**config.mk**
```make
export PLATFORM = sky130hd
export DESIGN_NAME = dvtb_clock_monitor
export DESIGN_NICKNAME = d
export VERILOG_FILES = /design/src/rtl/dvtb_clk_pkg.sv /design/src/rtl/dvtb_sync_edge.sv /design/src/rtl/dvtb_clock_monitor.sv
export SDC_FILE = /design/constraint.sdc
export NUM_CORES = 1
export LEC_CHECK = 0
export ABC_AREA = 1
export CORE_MARGIN = 3
export CORE_UTILIZATION = 43
export CTS_CLUSTER_DIAMETER = 30
export DETAILED_ROUTE_END_ITERATION = 6
export GPL_TIMING_DRIVEN = 0
export PLACE_DENSITY = 0.7
export SLEW_MARGIN = 30
export SYNTH_ARGS = -nofsm -noshare
export SYNTH_HDL_FRONTEND = slang
export SYNTH_SLANG_ARGS = --single-unit
```
**constraint.sdc**
```tcl
create_clock -name clk_i -period 5.24 [get_ports clk_i]
set_input_delay 1.048 -clock clk_i [delete_from_list [all_inputs] [get_ports clk_i]]
set_output_delay 1.048 -clock clk_i [all_outputs]
set_load 0.03 [all_outputs]
```
**src/rtl/dvtb_clk_pkg.sv**
```systemverilog
// Shared types and default parameters for the DV clock monitor slice.
package dvtb_clk_pkg;

  // Monitor FSM states.
  typedef enum logic [1:0] {
    IDLE = 2'd0,
    ARM  = 2'd1,
    MEAS = 2'd2,
    STOP = 2'd3
  } mon_state_e;

  // Default counter width, synchronizer depth and stopped-clock timeout.
  localparam int unsigned CNT_W_DEF    = 16;
  localparam int unsigned SYNC_STG_DEF = 2;
  localparam int unsigned TIMEOUT_DEF  = 1024;

endpackage

```
**src/rtl/dvtb_sync_edge.sv**
```systemverilog
// Synchronizes an asynchronous level into the reference domain and emits
// registered single-cycle rise/fall pulses, SYNC_STG+1 cycles after the input.
module dvtb_sync_edge
  import dvtb_clk_pkg::*;
#(
  parameter int unsigned SYNC_STG = SYNC_STG_DEF
) (
  input  logic clk_i,
  input  logic rst_i,
  input  logic async_i,
  output logic rise_o,
  output logic fall_o
);

  logic [SYNC_STG-1:0] r_sync;
  logic [SYNC_STG-1:0] w_sync_in;
  logic                r_last;
  logic                r_rise;
  logic                r_fall;

  // Stage 0 takes the raw input; every later stage takes its predecessor.
  assign w_sync_in[0] = async_i;
  for (genvar gi = 1; gi < SYNC_STG; gi++) begin : g_stage
    assign w_sync_in[gi] = r_sync[gi-1];
  end

  // Synchronizer chain plus edge-detect registers.
  always_ff @(posedge clk_i or posedge rst_i) begin
    if (rst_i) begin
      r_sync <= '0;
      r_last <= 1'b0;
      r_rise <= 1'b0;
      r_fall <= 1'b0;
    end else begin
      r_sync <= w_sync_in;
      r_last <= r_sync[SYNC_STG-1];
      r_rise <= r_sync[SYNC_STG-1] & ~r_last;
      r_fall <= ~r_sync[SYNC_STG-1] & r_last;
    end
  end

  assign rise_o = r_rise;
  assign fall_o = r_fall;

endmodule

```
**src/rtl/dvtb_clock_monitor.sv**
```systemverilog
// Oversampling clock monitor: measures period and high time of mon_clk_i in
// reference cycles and raises sticky fast/slow/duty/stopped error flags.
module dvtb_clock_monitor
  import dvtb_clk_pkg::*;
#(
  parameter int unsigned CNT_W    = CNT_W_DEF,
  parameter int unsigned SYNC_STG = SYNC_STG_DEF,
  parameter int unsigned TIMEOUT  = TIMEOUT_DEF
) (
  input  logic             clk_i,
  input  logic             rst_i,
  input  logic             mon_clk_i,
  input  logic             en_i,
  input  logic [CNT_W-1:0] exp_min_i,
  input  logic [CNT_W-1:0] exp_max_i,
  input  logic             clr_i,
  output logic             meas_vld_o,
  output logic [CNT_W-1:0] period_o,
  output logic [CNT_W-1:0] high_o,
  output logic [31:0]      edge_cnt_o,
  output logic             err_fast_o,
  output logic             err_slow_o,
  output logic             err_stop_o,
  output logic             err_duty_o
);

  localparam int unsigned      IDLE_W  = $clog2(TIMEOUT + 1);
  localparam logic [CNT_W-1:0] CNT_MAX = '1;

  mon_state_e        r_state;
  mon_state_e        w_state_next;
  logic              w_rise;
  logic              w_fall;
  logic              w_timeout;
  logic              w_in_meas;
  logic              w_do_meas;
  logic              w_cnt_edge;
  logic              w_set_stop;
  logic              w_is_fast;
  logic              w_is_slow;
  logic              w_is_duty;
  logic [CNT_W-1:0]  w_period;
  logic [CNT_W-1:0]  r_per_cnt;
  logic [CNT_W-1:0]  r_high_lat;
  logic              r_fall_seen;
  logic [IDLE_W-1:0] r_idle_cnt;
  logic [CNT_W-1:0]  r_period;
  logic [CNT_W-1:0]  r_high;
  logic              r_meas_vld;
  logic [31:0]       r_edge_cnt;
  logic              r_err_fast;
  logic              r_err_slow;
  logic              r_err_stop;
  logic              r_err_duty;

  dvtb_sync_edge #(
    .SYNC_STG (SYNC_STG)
  ) u_sync (
    .clk_i   (clk_i),
    .rst_i   (rst_i),
    .async_i (mon_clk_i),
    .rise_o  (w_rise),
    .fall_o  (w_fall)
  );

  // Stopped clock: the cycle in which the edge-free count would reach TIMEOUT.
  assign w_timeout = (r_state == MEAS) && !w_rise && !w_fall &&
                     (r_idle_cnt == IDLE_W'(TIMEOUT - 1));

  // FSM state register.
  always_ff @(posedge clk_i or posedge rst_i) begin
    if (rst_i) r_state <= IDLE;
    else       r_state <= w_state_next;
  end

  // FSM next state; dropping en_i always returns to IDLE.
  always_comb begin
    w_state_next = r_state;
    if (!en_i) begin
      w_state_next = IDLE;
    end else begin
      case (r_state)
        IDLE:    w_state_next = ARM;
        ARM:     if (w_rise)    w_state_next = MEAS;
        MEAS:    if (w_timeout) w_state_next = STOP;
        STOP:    if (w_rise)    w_state_next = ARM;
        default: w_state_next = IDLE;
      endcase
    end
  end

  // FSM outputs: strobes that steer the counters and result registers.
  always_comb begin
    w_in_meas  = en_i && (r_state == MEAS);
    w_do_meas  = w_in_meas && w_rise;
    w_cnt_edge = en_i && (r_state != IDLE) && w_rise;
    w_set_stop = w_in_meas && w_timeout;
  end

  // Period in progress (saturating) and the checks applied when it closes.
  always_comb begin
    w_period  = (r_per_cnt == CNT_MAX) ? CNT_MAX : r_per_cnt + CNT_W'(1);
    w_is_fast = w_period < exp_min_i;
    w_is_slow = (w_period > exp_max_i) || (w_period == CNT_MAX);
    w_is_duty = !r_fall_seen || (r_high_lat == '0) || (r_high_lat >= w_period);
  end

  // Period, high-time and edge-free counters; only run while measuring.
  always_ff @(posedge clk_i or posedge rst_i) begin
    if (rst_i) begin
      r_per_cnt   <= '0;
      r_high_lat  <= '0;
      r_fall_seen <= 1'b0;
      r_idle_cnt  <= '0;
    end else if (!w_in_meas || w_rise) begin
      r_per_cnt   <= '0;
      r_high_lat  <= '0;
      r_fall_seen <= 1'b0;
      r_idle_cnt  <= '0;
    end else begin
      if (r_per_cnt != CNT_MAX) r_per_cnt <= r_per_cnt + CNT_W'(1);
      if (w_fall) begin
        r_high_lat  <= w_period;
        r_fall_seen <= 1'b1;
        r_idle_cnt  <= '0;
      end else begin
        r_idle_cnt  <= r_idle_cnt + IDLE_W'(1);
      end
    end
  end

  // Measurement results and the one-cycle valid pulse.
  always_ff @(posedge clk_i or posedge rst_i) begin
    if (rst_i) begin
      r_meas_vld <= 1'b0;
      r_period   <= '0;
      r_high     <= '0;
    end else begin
      r_meas_vld <= w_do_meas;
      if (w_do_meas) begin
        r_period <= w_period;
        r_high   <= r_high_lat;
      end
    end
  end

  // Sticky error flags; a new error outranks a simultaneous clear.
  always_ff @(posedge clk_i or posedge rst_i) begin
    if (rst_i) begin
      r_err_fast <= 1'b0;
      r_err_slow <= 1'b0;
      r_err_stop <= 1'b0;
      r_err_duty <= 1'b0;
    end else begin
      r_err_fast <= (w_do_meas && w_is_fast) || (r_err_fast && !clr_i);
      r_err_slow <= (w_do_meas && w_is_slow) || (r_err_slow && !clr_i);
      r_err_duty <= (w_do_meas && w_is_duty) || (r_err_duty && !clr_i);
      r_err_stop <= w_set_stop || (r_err_stop && !clr_i);
    end
  end

  // Rising-edge counter; wraps naturally, cleared by clr_i.
  always_ff @(posedge clk_i or posedge rst_i) begin
    if (rst_i)           r_edge_cnt <= '0;
    else if (clr_i)      r_edge_cnt <= '0;
    else if (w_cnt_edge) r_edge_cnt <= r_edge_cnt + 32'd1;
  end

  assign meas_vld_o = r_meas_vld;
  assign period_o   = r_period;
  assign high_o     = r_high;
  assign edge_cnt_o = r_edge_cnt;
  assign err_fast_o = r_err_fast;
  assign err_slow_o = r_err_slow;
  assign err_stop_o = r_err_stop;
  assign err_duty_o = r_err_duty;

endmodule

```
# Word-level counts from Yosys, hierarchy flattened
# Index checks and enable logic that the tools add are counted.
[totals]
regBits = 120
inputBits = 37
elab_cells = 88
[op_classes]
n_addsub = 3
magnitude_cmp = 3
eq_ne = 10
mux = 16
bitwise = 4
reduce_logical = 35
[op_table]
columns = ["operator", "count"]
rows = [
  ["$mux W16", 5],
  ["$mux W32", 2],
  ["$add A32 B1 Y32 const B", 1],
  ["$eq A16 B16 Y1 const B", 2],
  ["$mux W11", 2],
  ["$add A16 B1 Y16 const B", 1],
  ["$ge A16 B16 Y1", 1],
  ["$gt A16 B16 Y1", 1],
  ["$logic_not A16 Y1", 1],
  ["$lt A16 B16 Y1", 1],
  ["$ne A16 B16 Y1 const B", 1],
  ["$logic_and A1 B1 Y1", 15],
  ["$add A11 B1 Y11 const B", 1],
  ["$eq A11 B10 Y1 const B", 1],
  ["$logic_or A1 B1 Y1", 8],
  ["$mux W2", 4],
  ["$pmux W2 S4", 1],
  ["$reduce_bool A2 Y1", 4],
  ["$ne A3 B2 Y1 const B", 2],
  ["$logic_not A1 Y1", 5],
  ["$eq A2 B2 Y1 const B", 2],
  ["$ne A3 B3 Y1 const B", 1],
  ["$reduce_and A3 Y1", 1],
  ["$and A1 B1 Y1", 2],
  ["4 further kinds", 6],
]

# Logic depth before layout (Yosys ltp)
# Gate-level depths: netlist of run 1.
[logic_depth]
depth_word = 7
mapped_depth = 19
depth_no_buf = 19

# Modules after synthesis
# Synthesis of run 1 repeated with hierarchy kept, for this count alone.
[unflattened]
hier_cells = 839
area_unflattened_um2 = 6746.5
[modules_own_cells]
columns = ["module", "instances", "cells_per_inst", "area_per_inst_um2", "seq_area_each_um2"]
rows = [
  ["dvtb_clock_monitor", 1, 829, 6602.6, 2877.8],
  ["dvtb_sync_edge", 1, 10, 143.9, 125.1],
]

# Worst setup path after synthesis of run 1
# No wires, ideal clock.
[synth_timing]
path_kind = "flip-flop to flip-flop"
startpoint = "reg r_per_cnt[0]"
endpoint = "reg r_err_slow, in the netlist err_slow_o"
setup_time_ns = 0.116
arrival_time_ns = 2.385
setup_slack_ns = 2.739
path_stages_with_launch = 18
n_path_buf = 0
period_less_slack_ns = 2.501
path_cell_list = "dfrtp_1 ha_1 nand3_1 nor2_2 nand4_1 xnor2_1 nor2_1 inv_1 ha_1 nand2_1 inv_1 nand3_1 nor2_1 nand4_2 nor2_2 a21oi_1 nand2_1 nand2_1"
[synth_via]
elab_chain_cells = 6
word_cells_on_any_way = 8
cone_classes = "add/sub: 1; order compare: 1; eq/ne: 2; mux: 1; reduce/logical: 3"
[synth_lines]
columns = ["item", "line", "source"]
rows = [
  ["from (decl)", "dvtb_clock_monitor.sv:43", "logic [CNT_W-1:0] r_per_cnt;"],
  ["from (signal assigned)", "dvtb_clock_monitor.sv:121", "if (r_per_cnt != CNT_MAX) r_per_cnt <= r_per_cnt + CNT_W'(1);"],
  ["$add A16 B1 Y16 / $eq A16 B16 Y1 (equally long branches)", "dvtb_clock_monitor.sv:102", "w_period = (r_per_cnt == CNT_MAX) ? CNT_MAX : r_per_cnt + CNT_W'(1);"],
  ["$mux W16 *", "dvtb_clock_monitor.sv:102", ""],
  ["via w_period[14]", "dvtb_clock_monitor.sv:42", "logic [CNT_W-1:0] w_period;"],
  ["$gt A16 B16 Y1 / $eq A16 B16 Y1 (equally long branches)", "dvtb_clock_monitor.sv:104", "w_is_slow = (w_period > exp_max_i) || (w_period == CNT_MAX);"],
  ["$logic_or A1 B1 Y1 *", "dvtb_clock_monitor.sv:104", ""],
  ["$logic_and A1 B1 Y1 *", "dvtb_clock_monitor.sv:156", "r_err_slow <= (w_do_meas && w_is_slow) || (r_err_slow && !clr_i);"],
  ["$logic_or A1 B1 Y1 *", "dvtb_clock_monitor.sv:156", ""],
  ["to (signal assigned)", "dvtb_clock_monitor.sv:156", ""],
  ["to (decl)", "dvtb_clock_monitor.sv:52", "logic r_err_slow;"],
]
# The timed path passes the listed nets; every way through them passes the cells marked *.
# A chain may end at the register's enable or synchronous reset.

# Final worst setup path of run 1
# Ends and elaborated chain as after synthesis.

==> results of run 1 <==
## flip-flops by register name, indices dropped and copies added (netlist names), 2 cells and up
signal / cells
edge_cnt_o: 32
u_sync.r_sync: 2
r_per_cnt: 16
r_high_lat: 16
r_state: 2
r_idle_cnt: 11
period_o: 16
high_o: 16
## through the flow
step           std cells  hold WS, ps  TNS [ps]  total power (µW)
2_1_floorplan        819          331         0              1120
3_3_place_gp        1107          335    -92260              1200
3_5_place_dp        1108          339         0              1210
4_1_cts             1140          352         0              2550
5_1_grt             1140          369         0              2620
6_report            1140          350         0              2530
## Yosys cell counts, drive strengths merged, types with 5 or more instances
cell | n | area, µm²
nand3 | 37 | 210
a21oi | 44 | 224
nor3 | 23 | 125
o21ai | 64 | 320
ha | 46 | 576
nor4 | 11 | 68.8
o22ai | 16 | 100
nand2 | 158 | 623
clkbuf | 13 | 48.8
inv | 130 | 490
nand4 | 22 | 159
a211oi | 5 | 37.5
dfrtp | 120 | 3000
nor2 | 100 | 422
## layout make-up
| cell class | instances | area [µm²] |
|---|---|---|
| Fill cell | 1306 | 6190 |
| Multi-Input combinational cell | 553 | 3070 |
| Sequential cell | 120 | 3000 |
| Timing Repair Buffer | 105 | 1070 |
| Inverter | 131 | 502 |
| Clock buffer | 20 | 457 |
| Tap cell | 184 | 230 |
| Clock inverter | 12 | 221 |
| Buffer | 15 | 68.8 |
## metal layers
metal  vias to the layer above  track usage (%)
li1                       2963                -
met4                         0             7.46
met2                       180             31.7
met5                         -                0
met1                      2732             29.1
met3                        32             4.79
## cells by family (layout without fill, tap and decap cells)
logic type / Yosys count / in the layout
AO/OA/AOI/OAI: 145 / 145
XOR/XNOR: 6 / 6
flip-flops: 120 / 120
adder cells (fa/ha/maj): 46 / 46
AND/OR/NAND/NOR: 356 / 356
buffers and inverters: 146 / 283
## worst max-delay path: stages (launching register included)
cell     delay [ps]
dfrtp_1         460
ha_1            240
nand3_1         130
nor2_2          210
nand4_1         130
xnor2_1         150
nor2_1          410
inv_1           140
ha_1            300
nand2_1          60
inv_1            50
nand3_1          90
nor2_1          130
nand4_2         140
nor2_2          120
o21ai_1          90
nand3_1          70
nand2_1          70
nand2_1          60
## power groups by stage
stage	Clock, µW	Combinational [µW]	Sequential (µW)
after global placement	0	222	983
after detailed placement	0	229	983
after CTS	1350	230	967
after global routing	1390	259	971
after floorplan	0	123	996
final	1340	226	967
## worst max-delay path by stage
stage                            start                to  slack (ps)  depth (start not counted)
final                     r_per_cnt[0]        err_slow_o        2130                         18
after global routing      r_per_cnt[0]        err_slow_o        1750                         18
after CTS                 r_per_cnt[0]        err_slow_o        2120                         17
after detailed placement          en_i      period_o[10]        1840                          7
after global placement           rst_i  u_sync.r_sync[0]        -780                          2
after floorplan                  rst_i     edge_cnt_o[0]        1010                          1
==> impl_metrics.py, run 1 <==
metrics = {
    "routing": {
        "vias": 5907,
        "wl_met3_um": 969,
        "firstDrtPassIters": 5,
        "wl_mm": 16.6,
        "wl_met1_mm": 7.87,
        "viasPerCell": 5.18,
        "drc_errors": 0,
        "drtAntennaViolNets": 0,
        "drtIter0Drc": 484,
        "highest_layer": "met4",
        "post_drt_wl_per_cell_um": 14.6,
        "wl_met2_mm": 7.41,
    },
    "floorplanning": {
        "die_area_um2": 17000,
        "chipWidth_um": 130,
        "die_y_um": 130,
        "core-area_um2": 14800,
        "core.rowCount": 44,
        "initial_core_util_pct": 44.8,
        "ios": 106,
    },
    "setup_path": {
        "critPathCaptureType": "flop",
        "cp-start-kind": "flop",
        "crit_type": "reg2reg",
        "r2r_cells": 18,
        "crit_fanout": 7,
        "required_ps": 5610,
        "r2r_setup_slack_ps": 2130,
        "arrival_ps": 3480,
        "r2r_end": "err_slow_o",
        "r2r-start": "r_per_cnt[0]",
    },
    "global_routing": {
        "grt_overflow": 0,
        "gr-usage-all-layers_pct": 20.8,
        "grt_antenna_before_repair": 0,
        "grt_pass1_wl_mm": 27.8,
        "grt_start_max_net_pins": 73,
        "grt_pass1_vias": 5751,
    },
    "logic_synthesis": {
        "synth-simple-area-share_pct": 24.7,
        "synth_fa_ha_area_share_pct": 8.67,
        "synth_seq_cells": 120,
        "synthXorXnorAreaFrac_pct": 0.792,
        "synth_cells": 819,
        "synth_top_family_by_area": "simple AND/OR/NAND/NOR gates",
        "synth-edff-count": 0,
        "ys_warn_count": 0,
        "synth.distinct_cells": 45,
        "synthMuxAreaShare_pct": 0,
        "async_flop_share_pct": 100,
        "ys_seq_area_share_pct": 45.2,
        "synth_compound_area_share_pct": 12.1,
        "syn_area_um2": 6640,
        "synthesis.nets": 902,
        "synth.avg_cell_area_um2": 8.10,
        "synth-main-ff-cell": "dfrtp_1",
    },
    "power_and_ir_drop": {
        "swShare_pct": 23.1,
        "switchingPower_uw": 585,
        "peakVddDrop_v": 0.000236,
        "p_leak_uw": 0.00403,
        "power_report.internal_total_uw": 1950,
        "pwr-share-seq_pct": 38.2,
        "combPwrFrac_pct": 8.9,
        "pwr-share-clk_pct": 52.8,
        "power_density_nw_per_um2": 293,
    },
    "timing": {
        "finalCriticalPeriod_ps": 3110,
        "period_share_pct": 59.4,
        "rsz0062_at_grt": "false",
        "hold_viol": 0,
        "clock_skew_ps": 15.0,
        "slew_viol_final": 0,
        "clock.fmax_ghz": 0.321,
        "final-setup-viol-count": 0,
        "setup_ws_ps": 2130,
        "worst_slew_pin_slew_ps": 614,
        "max_slew_margin_pct": 59.1,
    },
    "cells_and_area": {
        "layout_common_cells": "nand2_1, inv_1, dfrtp_1, clkdlybuf4s50_1, nor2_1",
        "design_area_um2": 8620,
        "area_growth_pct": 29.9,
        "final_common_cell": "nand2_1",
        "fin_util_pct": 58.2,
        "diodes": 0,
        "nets": 1026,
        "drive_above_1_share_pct": 7.32,
    },
    "cts": {
        "cts_tree": "yes",
        "cts_buffers": 17,
        "clkTransAtPathRegs_ps": 50,
        "clock_sinks": 120,
        "clockBufferDepth": 2,
        "cts_resized": 0,
        "cts_setup_buffers": 0,
        "h-tree-depth": 4,
        "clk_latency_ps": 430,
        "cts_root_buf": "clkbuf_16",
        "ctsHoldBuffers": 0,
    },
    "placement": {
        "hpwl_mm": 12.4,
        "port_buffers": 104,
        "routabilityCongestion": 0.877,
        "place_ws_ps": 1840,
        "placed_cell_area_um2": 7940,
    },
    "flow_run": {
        "maxCapViolCount": 0,
    },
    "worst_hold_path": {
        "min_path_cells": 0,
        "worstHoldStart": "u_sync.r_sync[0]",
        "hold_path_end": "u_sync.r_sync[1]",
        "holdCritPathClass": "reg2reg",
    },
    "status": {
        "outcome": "finished, final reports clean",
    },
}
No activity file was read; power rests on OpenSTA's default activity.
==> run 2: changes to the inputs <==
Clock period 5.24 ns to 3 ns, I/O delays scaled along.
==> run 2 against run 1 <==
  * Non-clock buffer count up 8
  * Flip-flop and latch count unchanged
  * Sequential power grew 75%
  * Register-to-register slack lost 1900 ps
  * First-iteration DRC count decreased by 25%
  * Combinational power up 79%
  * Maximum frequency increased by 10%
  * Routed wire length barely moved
  * Die area unchanged
  * Hold slack worse by 2.7 ps
==> impl_metrics.py, run 2 (synthesis gave the netlist of run 1 again) <==
metrics = {
    "flow_run": {
        "maxCapViolCount": 0,
    },
    "cts": {
        "clockBufferDepth": 2,
        "h-tree-depth": 4,
        "clkTransAtPathRegs_ps": 60,
        "clk_latency_ps": 430,
        "cts_tree": "yes",
        "cts_root_buf": "clkbuf_16",
        "cts_buffers": 17,
        "clock_sinks": 120,
    },
    "worst_hold_path": {
        "holdCritPathClass": "reg2reg",
    },
    "routing": {
        "post_drt_wl_per_cell_um": 14.5,
        "drc_errors": 0,
        "vias": 5874,
        "wl_mm": 16.6,
        "drtIter0Drc": 365,
        "drtAntennaViolNets": 0,
        "firstDrtPassIters": 5,
        "viasPerCell": 5.12,
    },
    "global_routing": {
        "gr-usage-all-layers_pct": 20.7,
        "grt_start_max_net_pins": 30,
        "grt_antenna_before_repair": 0,
        "grt_pass1_vias": 5712,
        "grt_overflow": 0,
        "grt_pass1_wl_mm": 27.5,
    },
    "cells_and_area": {
        "final_common_cell": "nand2_1",
        "final_cells": 1148,
        "nets": 1034,
        "largest_reg_flops": 32,
        "regArea_um2": 3010,
        "layout_common_cells": "nand2_1, inv_1, dfrtp_1, clkdlybuf4s50_1, nor2_1",
        "fin_util_pct": 58.8,
        "diodes": 0,
        "nFillCells": 1326,
        "area_growth_pct": 31.2,
        "drive_above_1_share_pct": 9.02,
        "multiInputGateArea_um2": 3100,
    },
    "timing": {
        "slew_viol_final": 0,
        "setup-tns-final_ps": 0,
        "period_share_pct": 93.9,
        "clock.fmax_ghz": 0.355,
        "clock_skew_ps": 4.99,
        "setup_ws_ps": 184,
        "worst_slew_pin_slew_ps": 625,
        "final-setup-viol-count": 0,
        "max_slew_margin_pct": 58.4,
        "hold_viol": 0,
        "finalCriticalPeriod_ps": 2820,
    },
    "power_and_ir_drop": {
        "power_density_nw_per_um2": 492,
        "peakVddDrop_v": 0.000451,
        "p_leak_uw": 0.00407,
    },
    "floorplanning": {
        "chipWidth_um": 130,
        "die_area_um2": 17000,
        "initial_core_util_pct": 44.8,
        "die_y_um": 130,
        "core-area_um2": 14800,
        "core.rowCount": 44,
        "ios": 106,
    },
    "setup_path": {
        "cp_cell_sequence": "ha_1, nand2_1, nor2_2, nand2_4, nor2_8, inv_4, buf_8, nand3_2, inv_1, ha_1, nand2_1, nor2_1, a211oi_1, nand2_1, nand2_1, nand3_1, nand2_1, nand2_1",
        "critPathCaptureType": "flop",
        "path_buf_inv": 3,
        "crit_slowest_cell": "dfrtp_2",
        "critPathMostFrequentCell": "nand2_1",
        "crit_fanout": 10,
        "cp-start-kind": "flop",
        "arrival_ps": 3130,
        "path_delay_family": "simple AND/OR/NAND/NOR gates",
        "crit_type": "reg2reg",
        "required_ps": 3320,
        "slowest_delay_ps": 430,
    },
    "status": {
        "outcome": "finished, final reports clean",
    },
    "placement": {
        "port_buffers": 104,
        "routabilityCongestion": 0.848,
        "place_ws_ps": -110,
        "hpwl_mm": 12.6,
        "dp.cells": 1111,
    },
}
-- run 2: through the flow --
step           cell area (µm²)  hold slack (ps)  total power [µW]
2_1_floorplan             6640              331              1950
6_report                  8710              347              4280
4_1_cts                   8640              350              4320
3_5_place_dp              8000              337              2130
3_3_place_gp              7910              333              2110
5_1_grt                   8710              362              4450
-- run 2: power breakdown --
group / switching (µW) / internal, µW
clock network: 739 / 1450
logic: 251 / 153
registers: 33.7 / 1660
total: 1020 / 3260
-- run 2: final timing paths --
kind / from / depth (start not counted) / endpoint / slack [ps]
worst max-delay path: r_per_cnt[0] / 18 / err_duty_o / 180
worst min-delay path: u_sync.r_sync[0] / 0 / u_sync.r_sync[1] / 350
worst max register to register: r_per_cnt[0] / 18 / err_duty_o / 180
worst min register to register: u_sync.r_sync[0] / 0 / u_sync.r_sync[1] / 350
max in group asynchronous: rst_i / 4 / r_state[1] / 1730
min in group asynchronous: rst_i / 2 / edge_cnt_o[21] / 560
-- run 2: area by class of cell --
class | instances | area share [%]
flip-flops and latches | 120 | 34.5
clock inverters | 12 | 1.97
plain buffers | 15 | 0.790
clock buffers | 20 | 5.36
inverters | 131 | 5.72
repair buffers | 113 | 13.4
well taps | 184 | 2.64
multi-input cells | 553 | 35.6
-- run 2: metal layers --
layer	vias to the layer above	track usage (%)	wire length [µm]
met3	26	4.54	867
met4	0	8.13	326
met1	2732	28.2	7890
met2	143	32.2	7530
li1	2973	-	-
met5	-	0	0
-- run 2: repair_timing --
item,CTS,global route
setup endpoints to repair,1,3
hold buffers,0,0
buffers inserted,0,5
resized for setup,1,10
pin swaps,0,2
cloned,0,0
-- run 2: worst reg2reg max path: stages, from the launching register on --
cell	delay, ps
dfrtp_2	430
ha_1	240
nand2_1	80
nor2_2	200
nand2_4	110
nor2_8	140
inv_4	70
buf_8	150
nand3_2	130
inv_1	160
ha_1	330
nand2_1	90
nor2_1	50
a211oi_1	180
nand2_1	100
nand2_1	60
nand3_1	70
nand2_1	70
nand2_1	50
